File: config.mk
export PLATFORM = sky130hd
export DESIGN_NAME = branch_resolve
export DESIGN_NICKNAME = d
export VERILOG_FILES = /design/src/rtl/branch_resolve.sv
export SDC_FILE = /design/constraint.sdc
export NUM_CORES = 1
export LEC_CHECK = 0
export ABC_CLOCK_PERIOD_IN_PS = 18100
export BUFFER_PORTS_ARGS = -buffer_cell sky130_fd_sc_hd__buf_2
export CORE_ASPECT_RATIO = 1.2
export CORE_MARGIN = 1.5
export CORE_UTILIZATION = 45
export CTS_BUF_LIST = sky130_fd_sc_hd__clkbuf_2 sky130_fd_sc_hd__clkbuf_4 sky130_fd_sc_hd__clkbuf_8
export DETAILED_ROUTE_END_ITERATION = 6
export MAX_ROUTING_LAYER = met4
export PLACE_DENSITY = 0.81
export SYNTH_ARGS = -nofsm -noshare
export SYNTH_HDL_FRONTEND = slang
export SYNTH_SLANG_ARGS = --single-unit
File: constraint.sdc
create_clock -name CLK -period 18.1 [get_ports CLK]
set_clock_uncertainty 0.1 [all_clocks]
set_input_delay 5.43 -clock CLK [delete_from_list [all_inputs] [get_ports CLK]]
set_output_delay 5.43 -clock CLK [all_outputs]
set_load 0.1 [all_outputs]
File: src/rtl/branch_resolve.sv
// ============================================================================
// branch_resolve: resolves JAL/JALR/BRANCH into a taken flag and PC-relative
// offset for the program counter, with branch statistics and misalign flag.
// Revision: 1.0
// ============================================================================
`default_nettype none

module branch_resolve #(
  parameter int CNT_W = 16
) (
  input  logic                    CLK,
  input  logic                    RESET,
  input  logic [31:0]             INSTR,
  input  logic [31:0]             IP,
  input  logic [31:0]             RS1_DATA,
  input  logic [31:0]             RS2_DATA,
  output logic                    b_taken,
  output logic signed [31:0]      up_amt,
  output logic                    busy,
  output logic [CNT_W-1:0]        br_cnt,
  output logic [CNT_W-1:0]        taken_cnt,
  output logic                    misalign_err
);

  typedef enum logic [1:0] {
    IDLE    = 2'd0,
    RESOLVE = 2'd1,
    HOLD    = 2'd2
  } state_t;

  localparam logic [6:0]       OP_JAL    = 7'b1101111;
  localparam logic [6:0]       OP_JALR   = 7'b1100111;
  localparam logic [6:0]       OP_BRANCH = 7'b1100011;
  localparam logic [CNT_W-1:0] CNT_ONE   = CNT_W'(1);

  state_t            state, state_n;
  logic              taken_n, busy_n, mis_n;
  logic [31:0]       amt_n;
  logic [CNT_W-1:0]  br_n, tk_n;

  logic [6:0]        opcode;
  logic [2:0]        funct3;
  logic [31:0]       imm_b, imm_j, imm_i, jalr_tgt, target;
  logic              is_ctrl, cond, dec_taken;
  logic [31:0]       dec_amt;

  // Decode of the instruction currently at IP; only consumed in IDLE.
  always_comb begin
    opcode   = INSTR[6:0];
    funct3   = INSTR[14:12];
    imm_b    = {{19{INSTR[31]}}, INSTR[31], INSTR[7], INSTR[30:25], INSTR[11:8], 1'b0};
    imm_j    = {{11{INSTR[31]}}, INSTR[31], INSTR[19:12], INSTR[20], INSTR[30:21], 1'b0};
    imm_i    = {{20{INSTR[31]}}, INSTR[31:20]};
    jalr_tgt = (RS1_DATA + imm_i) & ~32'd1;

    unique case (funct3)
      3'b000:  cond = (RS1_DATA == RS2_DATA);
      3'b001:  cond = (RS1_DATA != RS2_DATA);
      3'b100:  cond = ($signed(RS1_DATA) <  $signed(RS2_DATA));
      3'b101:  cond = ($signed(RS1_DATA) >= $signed(RS2_DATA));
      3'b110:  cond = (RS1_DATA <  RS2_DATA);
      3'b111:  cond = (RS1_DATA >= RS2_DATA);
      default: cond = 1'b0;
    endcase

    is_ctrl   = 1'b0;
    dec_taken = 1'b0;
    dec_amt   = 32'd0;
    unique case (opcode)
      OP_JAL: begin
        is_ctrl   = 1'b1;
        dec_taken = 1'b1;
        dec_amt   = imm_j;
      end
      OP_JALR: begin
        is_ctrl   = 1'b1;
        dec_taken = 1'b1;
        dec_amt   = jalr_tgt - IP;
      end
      OP_BRANCH: begin
        is_ctrl   = 1'b1;
        dec_taken = cond;
        dec_amt   = cond ? imm_b : 32'd0;
      end
      default: ;
    endcase

    target = IP + dec_amt;
  end

  always_comb begin
    state_n = state;
    taken_n = b_taken;
    amt_n   = up_amt;
    br_n    = br_cnt;
    tk_n    = taken_cnt;
    mis_n   = misalign_err;

    unique case (state)
      IDLE: begin
        taken_n = 1'b0;
        amt_n   = 32'd0;
        if (is_ctrl) begin
          state_n = RESOLVE;
          taken_n = dec_taken;
          amt_n   = dec_amt;
          br_n    = br_cnt + CNT_ONE;
          if (dec_taken) begin
            tk_n = taken_cnt + CNT_ONE;
            if (target[1:0] != 2'b00) mis_n = 1'b1;
          end
        end
      end
      RESOLVE: begin
        // Not-taken results are already zero, so only the state moves.
        state_n = b_taken ? HOLD : IDLE;
      end
      HOLD: begin
        state_n = IDLE;
        taken_n = 1'b0;
        amt_n   = 32'd0;
      end
      default: begin
        state_n = IDLE;
        taken_n = 1'b0;
        amt_n   = 32'd0;
      end
    endcase

    busy_n = (state_n != IDLE);
  end

  always_ff @(posedge CLK) begin
    if (RESET) begin
      state        <= IDLE;
      b_taken      <= 1'b0;
      up_amt       <= 32'sd0;
      busy         <= 1'b0;
      br_cnt       <= '0;
      taken_cnt    <= '0;
      misalign_err <= 1'b0;
    end else begin
      state        <= state_n;
      b_taken      <= taken_n;
      up_amt       <= amt_n;
      busy         <= busy_n;
      br_cnt       <= br_n;
      taken_cnt    <= tk_n;
      misalign_err <= mis_n;
    end
  end

endmodule

`default_nettype wire

Word-level counts from Yosys, hierarchy flattened
Cells that the tools add are included.
- register bits: 69
- logic and storage cells: 48
- add/subtract/negate cells: 5
- order comparisons: 4
- equality and inequality tests: 11
- muxes and demuxes: 12
- reduce and logical (&&, ||, !) cells: 9
- operator list (cell ; number):
    $pmux 32 s3 ; 1
    $ge 32x32->1 ; 2
    $lt 32x32->1 ; 2
    $mux 32 ; 2
    $pmux 32 s2 ; 1
    $add 16x1->16 const B ; 2
    $add 32x32->32 ; 1
    $eq 32x32->1 ; 1
    $ne 32x32->1 ; 1
    $sub 32x32->32 ; 1
    $eq 7x7->1 const B ; 3
    $eq 3x3->1 const B ; 4
    $pmux 1 s6 ; 1
    $mux 2 ; 2
    $pmux 1 s2 ; 2
    $pmux 2 s2 ; 1
    $reduce_and 4->1 ; 1
    $reduce_bool 2->1 ; 2
    $eq 3x1->1 const B ; 1
    $logic_not 3->1 ; 1
    $reduce_and 3->1 ; 1
    $reduce_or 3->1 ; 1
    $add 2x2->2 ; 1
    $eq 2x1->1 const B ; 1
    other kinds (4) ; 5

Depth between registers and ports, before layout
Gate-level depths: netlist of run 1.
- depth in word-level cells: 7
- mapped depth: 23
- mapped depth without buffers: 23

Least setup slack after synthesis of run 1
OpenSTA, ideal clock, no wires.
- path kind: input -> register
- from: input port INSTR[20]
- to: register up_amt[29]
- arrival: 9.269 ns
- data required time: 17.864 ns
- setup slack: 8.594 ns
- stages: 21
- cell sequence: and2_1 -> fa_1 -> a21o_1 -> a21oi_1 -> o21ai_0 -> a41oi_1 -> o21bai_1 -> a311oi_1 -> o21bai_1 -> a21o_1 -> a21oi_1 -> xnor2_1 -> ha_1 -> nand3_1 -> nor3_1 -> a2111oi_0 -> nor3_1 -> a21o_1 -> a21oi_1 -> xor2_1 -> o211ai_1
- word-level cells in the longest chain between the ends: 5
- RTL lines (what ; line ; text):
    start, declared ; 13 ; input logic [31:0] INSTR,
    $add 32x32->32 ; 54 ; jalr_tgt = (RS1_DATA + imm_i) & ~32'd1;
    $sub 32x32->32 ; 78 ; dec_amt = jalr_tgt - IP;
    $pmux 32 s3 ; 69 ; unique case (opcode)
    $mux 32 ; 103 ; if (is_ctrl) begin
    $pmux 32 s2 ; 99 ; unique case (state)
    end signal, assigned ; 145 ; up_amt <= amt_n;
    end, declared ; 18 ; output logic signed [31:0] up_amt,
Every way passes these cells.
A chain may end at the register's enable or synchronous reset.

Worst setup path after layout of run 1
- from: input port INSTR[20]
- to: register up_amt[30]
Same word-level chain as after synthesis.

==> metrics.md, run 1 <==
| Metric | Value |
|---|---|
| Status | `finished clean` |
| Placed insts | `1307` |
| Antenna violations before repair | `2` |
| CTS Buf Count | `9` |
| Number of enable flip-flop cells after synthesis | `0` |
| Share of layout cells above drive strength 1 | `21.27%` |
| Reg2Reg Launch Point | `state[1]` |
| Final hold violation count | `0` |
| Final instance area | `8366 um^2` |
| Post-Syn Area | `6997 um^2` |
| Clock sink total | `69` |
| Mean Syn Cell Area | `7.548 um^2` |
| Final Cycle Share | `54.90%` |
| Worst VDD drop | `31.00 uV` |
| Maximum clock rate | `0.1006 GHz` |
| Switch share | `37.06%` |
| Part of the power in registers | `29.1%` |
| Type of the worst min-delay path | `flip-flop to flip-flop` |
| WP data required | `18220 ps` |
| Ys flop type | `dfxtp_1` |
| Type of origin of the critical path | `input pin` |
| DP Area | `8159 um^2` |
| First-pass GRT wire length | `30190 um` |
| Combinational power share | `46.8%` |
| Post-Layout Cell Count | `1325` |
| Initial core utilization | `46.39%` |
| FF+latch count, synth | `69` |
| PD cells | `62.53 nW/um^2` |
| Routed len/inst | `14.37 um` |
| DR vias | `7177` |
| # IOs | `197` |
| Max-cap viol count | `0` |
| Drt total wl | `19040 um` |
| CTS tree | `yes` |
| Post-CTS Setup Inserts | `0` |
| Congestion Overflow GR | `0` |
| Crit path from | `INSTR[20]` |
| Reg2Reg Depth | `7` |
| Via-to-Cell Ratio | `5.417` |
| DRC | `0` |
| Slew @ Worst Pin | `843.7 ps` |
| Clock Tree Buf Depth | `2` |
| Most frequent cell after synthesis | `ha_1` |
| DRT Pass-1 Iters | `5` |
| Pint | `329.2 uW` |
| Area share of the largest cell type after synthesis | `19.74%` |
| HPWL Detailed | `15930 um` |
| CP endpoint kind | `flip-flop` |
| Syn_nets | `1154` |
| Worst skew pair latency | `360 ps` |
| Yosys warns | `0` |
| Die Span Y | `139.6 um` |
| CP arrival | `10060 ps` |
| Gate count of the mapped netlist | `927` |
| Port bufs | `196` |
| Yosys top cell by area | `dfxtp_1` |
| Area Growth Syn to Fin | `19.56%` |
| Share of total power in the clock network | `24.2%` |
| Fin Hold WS | `350.5 ps` |
| CTS root buf | `clkbuf_8` |
| Fin nets | `1341` |
| Min Tclk post-route | `9937 ps` |
| Post-synth top cells | `ha_1, inv_1, nor2_1` |
| CORE AREA | `15080 um^2` |
| RR Endpoint | `up_amt[7]` |
| Leakage | `4.189 nW` |
| R2R setup slack | `15130 ps` |
| # rows | `49` |
| Netlist cell types | `66` |
| Initial DRC count | `362` |
| Remaining antenna violation count | `0` |
| Vias in the first global route | `6613` |
| Largest net degree at the start of global routing | `43` |
| Sequential-to-total area share from yosys stat | `19.74%` |
| H-tree levels | `3` |
| Die Span X | `116.8 um` |
| Post-synthesis async set-or-reset flop share | `0%` |
| Final setup viols | `0` |
| Pins Over Slew Limit | `0` |
| Post-CTS sizing | `0` |
| GP Congestion | `0.9304` |
| Ranking of synthesized cells by area | `dfxtp_1, ha_1, xnor2_1, a21oi_1, o21ai_0` |
| Max_slew headroom | `43.76%` |
| Hold_buf cts | `0` |
| Clock transition at path regs | `70 ps` |
| Critical Path Fanout Max | `4` |
| Crit path capture | `up_amt[30]` |
| RSZ-0062 raised after global routing | `false` |
| Die area | `16310 um^2` |
| CP Class | `input pin to flip-flop` |
| TNS Setup | `0 ps` |
| All-Layer GR Usage | `23.55%` |
| Sw Pwr | `193.9 uW` |
## state kept, by name, summed over array words and instances, names as in the netlist
signal	count
b_taken	1
br_cnt	16
busy	1
misalign_err	1
state	2
taken_cnt	16
up_amt	32
## metal layers
metal / GRT usage (%) / wire, um
met3: 2.483 / 1029
met5: - / 0
met2: 39.86 / 9275
met4: 8.180 / 471
met1: 28.82 / 8267
## cell type report
cell class                 instances  area [um^2]
fill                            1489         6716
clock buffer                      16        201.4
sequential                        69         1381
inverter                          90        337.8
timing repair buffer             197        988.4
multi-input combinational        747         5196
tap                              204        255.2
antenna                            2        5.005
## power by group through the flow
| stage | registers (mW) | logic (mW) | clock network (mW) |
|---|---|---|---|
| floorplan | 0.157 | 0.184 | 0 |
| global route | 0.152 | 0.274 | 0.135 |
| detailed placement | 0.156 | 0.242 | 0 |
| CTS | 0.152 | 0.243 | 0.128 |
| finish | 0.152 | 0.245 | 0.126 |
| global placement | 0.156 | 0.239 | 0 |
## stage by stage
stage               setup WS (ps)  power (mW)  utilization [%]
floorplan                    8594      0.3406                -
global placement             7928      0.3946            54.10
detailed placement           7834      0.3975            54.10
CTS                          8212      0.5235            55.43
global route                 7779      0.5609            55.47
finish                       8163      0.5231            55.47
## kinds of logic after synthesis
family / Yosys count / share of synthesized area [%]
buffers and inverters: 111 / 6.062
and+or+nand+nor: 299 / 20.78
DFF: 69 / 19.74
AOI/OAI and AO/OA: 269 / 25.29
adders and majority gates: 97 / 17.56
muxes: 10 / 1.556
xor gates and xnor gates: 72 / 9.013
## worst min-delay path by stage
stage	from	endpoint	slack (ps)	depth (start not counted)
2_1_floorplan	state[1]	up_amt[0]	400	1
3_3_place_gp	up_amt[18]	up_amt[18]	330	2
3_5_place_dp	up_amt[27]	up_amt[27]	340	2
4_1_cts	up_amt[27]	up_amt[27]	360	2
5_1_grt	up_amt[2]	up_amt[2]	390	2
6_report	up_amt[27]	up_amt[27]	350	2
## layout by cell type (no fill, tap or decap), types with 11 or more instances in the layout
cell type	n
inv_1	90
nor2b_1	14
a21o_1	22
buf_2	196
xnor2_1	49
xor2_1	23
nand3_1	36
nor2_1	87
clkbuf_8	13
ha_1	95
nand4_1	16
nor3_1	16
o211ai_1	15
o21ai_0	71
and3_1	18
a21oi_1	74
dfxtp_1	69
nand2_1	73
a221o_1	11
## critical path: stages
cell and delay (ps):
buf_2 110, and2_1 160, fa_1 390, a21o_1 190, a21oi_1 280, o21ai_0 200
a41oi_1 360, o21bai_1 170, o21a_1 210, nor3_1 190, o21ai_0 130, o211ai_1 120
xnor2_1 90, ha_1 340, inv_1 80, nor2_1 180, o2111ai_1 160, and3b_1 290
nor3_1 70, o21ai_0 260, nand2_1 130, a21oi_1 200, mux2i_1 220, o211ai_1 90
(Power assumes the default switching activity.)
==> run 2: changes to the inputs <==
- ABC_CLOCK_PERIOD_IN_PS: 18100 -> 10400
- clock period: 18.1 -> 10.4 ns (I/O delays scaled with it)
==> run 2 against run 1 <==
  * Routed wire length rose by 0.60%
  * Sequential power rose by 74%
  * Via count fell by 0.17%
  * Utilization fell by 0.38 points
  * Setup slack got worse by 5400 ps
  * Non-clock buffer count did not move
  * Combinational power rose by 74%
  * Power rose by 67%
  * Global-route usage rose by 0.12 points
  * Final area fell by 0.69%
  * Die area did not move
  * Sequential share of layout area rose by 0.11 points
  * Critical endpoint unchanged
  * Largest power group unchanged
==> metrics.md, run 2 (same netlist as run 1, synthesis figures left out) <==
| Metric | Value |
|---|---|
| Status | `finished clean` |
| Reg2Reg Depth | `7` |
| Largest register FFs | `32` |
| Worst stage delay on the critical path | `410 ps` |
| Port bufs | `196` |
| Final Cycle Share | `73.18%` |
| Crit path from | `INSTR[20]` |
| PD cells | `105.3 nW/um^2` |
| Die Span Y | `139.6 um` |
| Drt total wl | `19160 um` |
| CTS Buf Count | `9` |
| Hold Crit Endpoint | `up_amt[15]` |
| Congestion Overflow GR | `0` |
| # IOs | `197` |
| Hold_buf cts | `0` |
| Fin nets | `1341` |
| Reg2Reg Launch Point | `state[0]` |
| Min-delay src | `up_amt[15]` |
| Die Span X | `116.8 um` |
| Largest net degree at the start of global routing | `43` |
| Pins Over Slew Limit | `0` |
| Placed insts | `1307` |
| Max_slew headroom | `40.83%` |
| CP endpoint kind | `flip-flop` |
| Vias in the first global route | `6599` |
| CTS root buf | `clkbuf_8` |
| CTS tree | `yes` |
| Clock transition at path regs | `70 ps` |
| Type of the worst min-delay path | `flip-flop to flip-flop` |
| Post-Layout Cell Count | `1320` |
| Final hold violation count | `0` |
| Fin Hold WS | `348.9 ps` |
| CORE AREA | `15080 um^2` |
| # rows | `49` |
| Share of layout cells above drive strength 1 | `20.99%` |
| HPWL Detailed | `15990 um` |
| Maximum clock rate | `0.1314 GHz` |
| H-tree levels | `3` |
| RSZ-0062 raised after global routing | `false` |
| R2R setup slack | `7410 ps` |
| Routed len/inst | `14.51 um` |
| Most frequent cells in the layout | `buf_2, ha_1, inv_1` |
| TNS Setup | `0 ps` |
| Family with the most delay on the worst path | `compound AO/OA/AOI/OAI gates` |
| Commonest non-fill, non-tap cell in the layout | `buf_2` |
| Max-cap viol count | `0` |
| Worst skew pair latency | `350 ps` |
| Final setup viols | `0` |
| Worst VDD drop | `46.41 uV` |
| Post-CTS sizing | `0` |
| Die area | `16310 um^2` |
| Remaining antenna violation count | `0` |
| All-Layer GR Usage | `23.67%` |
| DRT Pass-1 Iters | `5` |
| Slew @ Worst Pin | `887.5 ps` |
| Leakage | `4.161 nW` |
| Cells along the critical path | `buf_2 > and2_1 > fa_1 > a21o_1 > a21oi_1 > o21ai_0 > a41oi_1 > o21bai_1 > o21a_1 > nor3_1 > o21bai_1 > xor2_1 > ha_1 > nand2_1 > nor2_1 > o2111ai_1 > and3b_1 > nor3_1 > o21ai_0 > nand2_1 > a21oi_1 > mux2i_1 > o211ai_1` |
| Top flop regs | `up_amt x32, br_cnt x16, taken_cnt x16` |
| Bufs and invs on worst path | `1` |
| Type of origin of the critical path | `input pin` |
| Top reg by flops | `up_amt` |
| Worst hold stages | `2` |
| DRC | `0` |
| DR vias | `7165` |
| Via-to-Cell Ratio | `5.428` |
| WP data required | `10510 ps` |
| Clock Tree Buf Depth | `2` |
| CP arrival | `7720 ps` |
| Initial core utilization | `46.39%` |
| Critical Path Fanout Max | `6` |
| Clock sink total | `69` |
| Post-CTS Setup Inserts | `0` |
| Min Tclk post-route | `7611 ps` |
| RR Endpoint | `up_amt[7]` |
| Area Growth Syn to Fin | `18.74%` |
| Slowest cell on crit path | `ha_1` |
| Antenna violations before repair | `1` |
| GP Congestion | `0.9302` |
| First-pass GRT wire length | `30140 um` |
| Initial DRC count | `364` |
| CP Class | `input pin to flip-flop` |
[run 2: cell types whose count changed in the layout (fill, tap and decap cells not counted), sizes merged]
cell,previous run,this run
clkbuf,16,12
diode,2,1
[run 2: routing by layer]
metal	global-route usage, %	wire [um]	vias to the layer above
li1	-	-	3694
met1	28.77	8333	3225
met2	40.69	9403	217
met3	2.483	1032	29
met4	7.419	391	0
met5	-	0	-
[run 2: final cells by class]
class	count	area (um^2)
Antenna cell	1	2.502
Clock buffer	12	146.4
Fill cell	1482	6774
Inverter	90	337.8
Multi-Input combinational cell	747	5196
Sequential cell	69	1381
Tap cell	204	255.2
Timing Repair Buffer	197	988.4
[run 2: worst max-delay path by stage]
| stage | end | cells past startpoint | slack [ps] |
|---|---|---|---|
| floorplan | up_amt[29] | 21 | 3200 |
| global route | up_amt[29] | 22 | 2360 |
| global placement | up_amt[29] | 22 | 2540 |
| finish | up_amt[30] | 23 | 2790 |
| CTS | up_amt[30] | 24 | 2830 |
| detailed placement | up_amt[30] | 24 | 2480 |
[run 2: worst reg2reg max path: stages, from the launching register on]
cell,delay (ps)
dfxtp_1,440
nor2_1,110
o211ai_1,250
or2_0,690
inv_1,310
nand2_1,550
nor3_1,160
a221o_1,280
[run 2: report_power, final]
part	leakage, nW	internal [mW]	switching [mW]
Clock	0.0785	0.0894	0.0941
Sequential	0.556	0.264	0.000302
Combinational	3.53	0.188	0.239
[run 2: through the flow]
step / utilization (%) / power [mW] / area [um^2] / worst slack [ps]
3_3_place_gp: 54.10 / 0.6867 / 8159 / 2539
3_5_place_dp: 54.10 / 0.6919 / 8159 / 2483
6_report: 55.09 / 0.8751 / 8308 / 2789
5_1_grt: 55.09 / 0.9394 / 8308 / 2357
4_1_cts: 55.07 / 0.8750 / 8305 / 2833
2_1_floorplan: - / 0.5927 / 6997 / 3204
==> run 3: changes to the inputs <==
- ABC_AREA: unset -> 1
- ABC_CLOCK_PERIOD_IN_PS: 10400 -> 7100
- PLACE_DENSITY: 0.81 -> 0.8
- clock period: 10.4 -> 7.1 ns (I/O delays scaled with it)
==> run 3 against run 2 <==
  * Sequential power grew 46%
  * Combinational power grew 61%
  * Via count grew 20%
==> metrics.md, run 3 <==
| Metric | Value |
|---|---|
| Largest register FFs | `32` |
| Worst VDD drop | `70.27 uV` |
| Max_slew headroom | `36.25%` |
| All-Layer GR Usage | `25.62%` |
| Post-synthesis async set-or-reset flop share | `0%` |
| Placed insts | `1647` |
| Top reg by flops | `up_amt` |
| Area share of the largest cell type after synthesis | `17.86%` |
| Multi-input gate area | `5568 um^2` |
| Sequential-to-total area share from yosys stat | `17.86%` |
| GP Congestion | `0.9627` |
| Slowest cell on crit path | `o311ai_0` |
| PD cells | `150.5 nW/um^2` |
| Final setup viols | `0` |
| Die area | `17980 um^2` |
| CP endpoint kind | `flip-flop` |
| Yosys warns | `0` |
| Synth Area in Compound Gates | `17.43%` |
| Fin nets | `1669` |
| Die Span Y | `146.6 um` |
| Status | `finished clean` |
| Cell mode on critical path | `nand2_1` |
| Ant diodes | `0` |
| Largest net degree at the start of global routing | `33` |
| Final Cycle Share | `84.29%` |
| Top flop regs | `up_amt x32, br_cnt x16, taken_cnt x16` |
| CP arrival | `6120 ps` |
| Hold Crit Endpoint | `up_amt[27]` |
| # IOs | `197` |
| Fill cells | `1763` |
| Reg2Reg Depth | `7` |
| TNS Setup | `0 ps` |
| CP Class | `input pin to flip-flop` |
| Ys flop type | `dfxtp_1` |
| Final hold violation count | `0` |
| Maximum clock rate | `0.1671 GHz` |
| Via-to-Cell Ratio | `5.190` |
| RSZ-0062 raised after global routing | `false` |
| Pins Over Slew Limit | `0` |
| Yosys top cell by area | `dfxtp_1` |
| Reg2Reg Launch Point | `br_cnt[1]` |
| Pre-CTS WS | `784.3 ps` |
| Power, Total | `1.372 mW` |
| R2R setup slack | `5170 ps` |
| DR vias | `8631` |
| Type of origin of the critical path | `input pin` |
| Initial DRC count | `526` |
| Worst hold stages | `2` |
| Number of enable flip-flop cells after synthesis | `0` |
| Leakage | `4.820 nW` |
| Remaining antenna violation count | `0` |
| RR Endpoint | `br_cnt[14]` |
| # rows | `52` |
| Port bufs | `196` |
| Synth Area in Simple Gates | `32.35%` |
| HPWL Detailed | `19300 um` |
| Ranking of synthesized cells by area | `dfxtp_1, nand2_1, ha_1, inv_1, a21oi_1` |
| Fin Hold WS | `348.0 ps` |
| Critical Path Fanout Max | `24` |
| Die Span X | `122.7 um` |
| First-pass GRT wire length | `36650 um` |
| Post-synthesis mux area share | `0%` |
| Drt total wl | `22650 um` |
| CTS Buf Count | `9` |
| Min-delay src | `up_amt[27]` |
| H-tree levels | `3` |
| Post-CTS Setup Inserts | `0` |
| Area Growth Syn to Fin | `17.91%` |
| Antenna violations before repair | `0` |
| Min Tclk post-route | `5984 ps` |
| Type of the worst min-delay path | `flip-flop to flip-flop` |
| Mean Syn Cell Area | `6.196 um^2` |
| Max-cap viol count | `0` |
| Post-Layout Cell Count | `1663` |
| Clock sink total | `69` |
| Main combinational cell family by area after synthesis | `simple AND/OR/NAND/NOR gates` |
| Clock Tree Buf Depth | `2` |
| Initial core utilization | `45.89%` |
| Share of layout cells above drive strength 1 | `16.72%` |
| Congestion Overflow GR | `0` |
| Vias in the first global route | `8040` |
| DRC | `0` |
| CTS tree | `yes` |
| Clock transition at path regs | `70 ps` |
| WP data required | `7240 ps` |
| Gate count of the mapped netlist | `1248` |
| CORE AREA | `16850 um^2` |
| Hold_buf cts | `0` |
| Worst skew pair latency | `350 ps` |
| FF+latch count, synth | `69` |
| Commonest non-fill, non-tap cell in the layout | `nand2_1` |
| Final worst-path setup slack | `1116 ps` |
| Reg area | `1381 um^2` |
| Post-Syn Area | `7732 um^2` |
| Cells along the critical path | `buf_2 > ha_1 > nand2_1 > inv_1 > a21oi_1 > nand2_1 > a31oi_1 > o21ai_1 > nand2_1 > nand2_1 > xor2_1 > ha_1 > nand2_1 > nor2_1 > inv_1 > o311ai_0 > nand2_1 > nand2_1 > nand2_1 > nand2_1 > o21ai_0 > nand2_1 > nand2_1` |
| Post-CTS sizing | `0` |
| Post-Synth Adder-Cell Area | `15.89%` |
| Routed len/inst | `13.62 um` |
| Post-Synth XOR/XNOR Area | `6.343%` |
| Worst stage delay on the critical path | `700 ps` |
| CTS root buf | `clkbuf_8` |
| Slew @ Worst Pin | `955.2 ps` |
| Most frequent cell after synthesis | `nand2_1` |
| Most frequent cells in the layout | `nand2_1, buf_2, inv_1` |
| DRT Pass-1 Iters | `5` |
| Netlist cell types | `52` |
| Syn_nets | `1475` |
| Post-synth top cells | `nand2_1, inv_1, a21oi_1` |
run 3: through the flow:
stage | utilization (%) | instance area, um^2
detailed placement | 53.01 | 8932
CTS | 54.11 | 9117
finish | 54.11 | 9117
global route | 54.11 | 9117
global placement | 53.01 | 8932
floorplan | - | 7732
run 3: logic make-up (layout without fill, tap and decap cells):
logic type / after synthesis / count (layout)
simple gates: 580 / 580
compound gates: 241 / 241
buf+inv: 205 / 404
flops: 69 / 69
fa+ha+maj: 97 / 97
xor+xnor: 56 / 56
run 3: layout make-up:
cell class / count / share of cell area, %
clock inverters: 5 / 0.3705
well taps: 216 / 2.964
inverters: 189 / 7.781
clock buffers: 11 / 1.660
repair buffers: 199 / 11.01
multi-input cells: 974 / 61.07
flip-flops and latches: 69 / 15.15
run 3: power by group:
group          switching, mW  internal, mW
Sequential          0.000576         0.387
Combinational          0.432         0.253
Clock                  0.153         0.146
Total                  0.586         0.786
run 3: worst max path at each step:
stage | start | depth (start not counted) | to
6_report | INSTR[31] | 23 | up_amt[25]
5_1_grt | INSTR[31] | 23 | up_amt[25]
4_1_cts | INSTR[31] | 23 | up_amt[25]
3_5_place_dp | INSTR[31] | 23 | up_amt[25]
3_3_place_gp | INSTR[31] | 23 | up_amt[25]
2_1_floorplan | INSTR[20] | 23 | up_amt[29]
run 3: routing by layer:
layer / global-route usage [%] / vias up / routed length, um
li1: - / 4504 / -
met1: 30.90 / 3803 / 9769
met2: 43.47 / 273 / 10970
met3: 2.188 / 51 / 1201
met4: 10.23 / 0 / 709
met5: - / - / 0
run 3: critical path: cells and delay by family:
kind                       cells  cell delay (ps)
and+or+nand+nor               12             1100
buffers and inverters          3              550
adders and majority gates      2              750
AOI/OAI and AO/OA              5             1460
xor gates and xnor gates       1              140
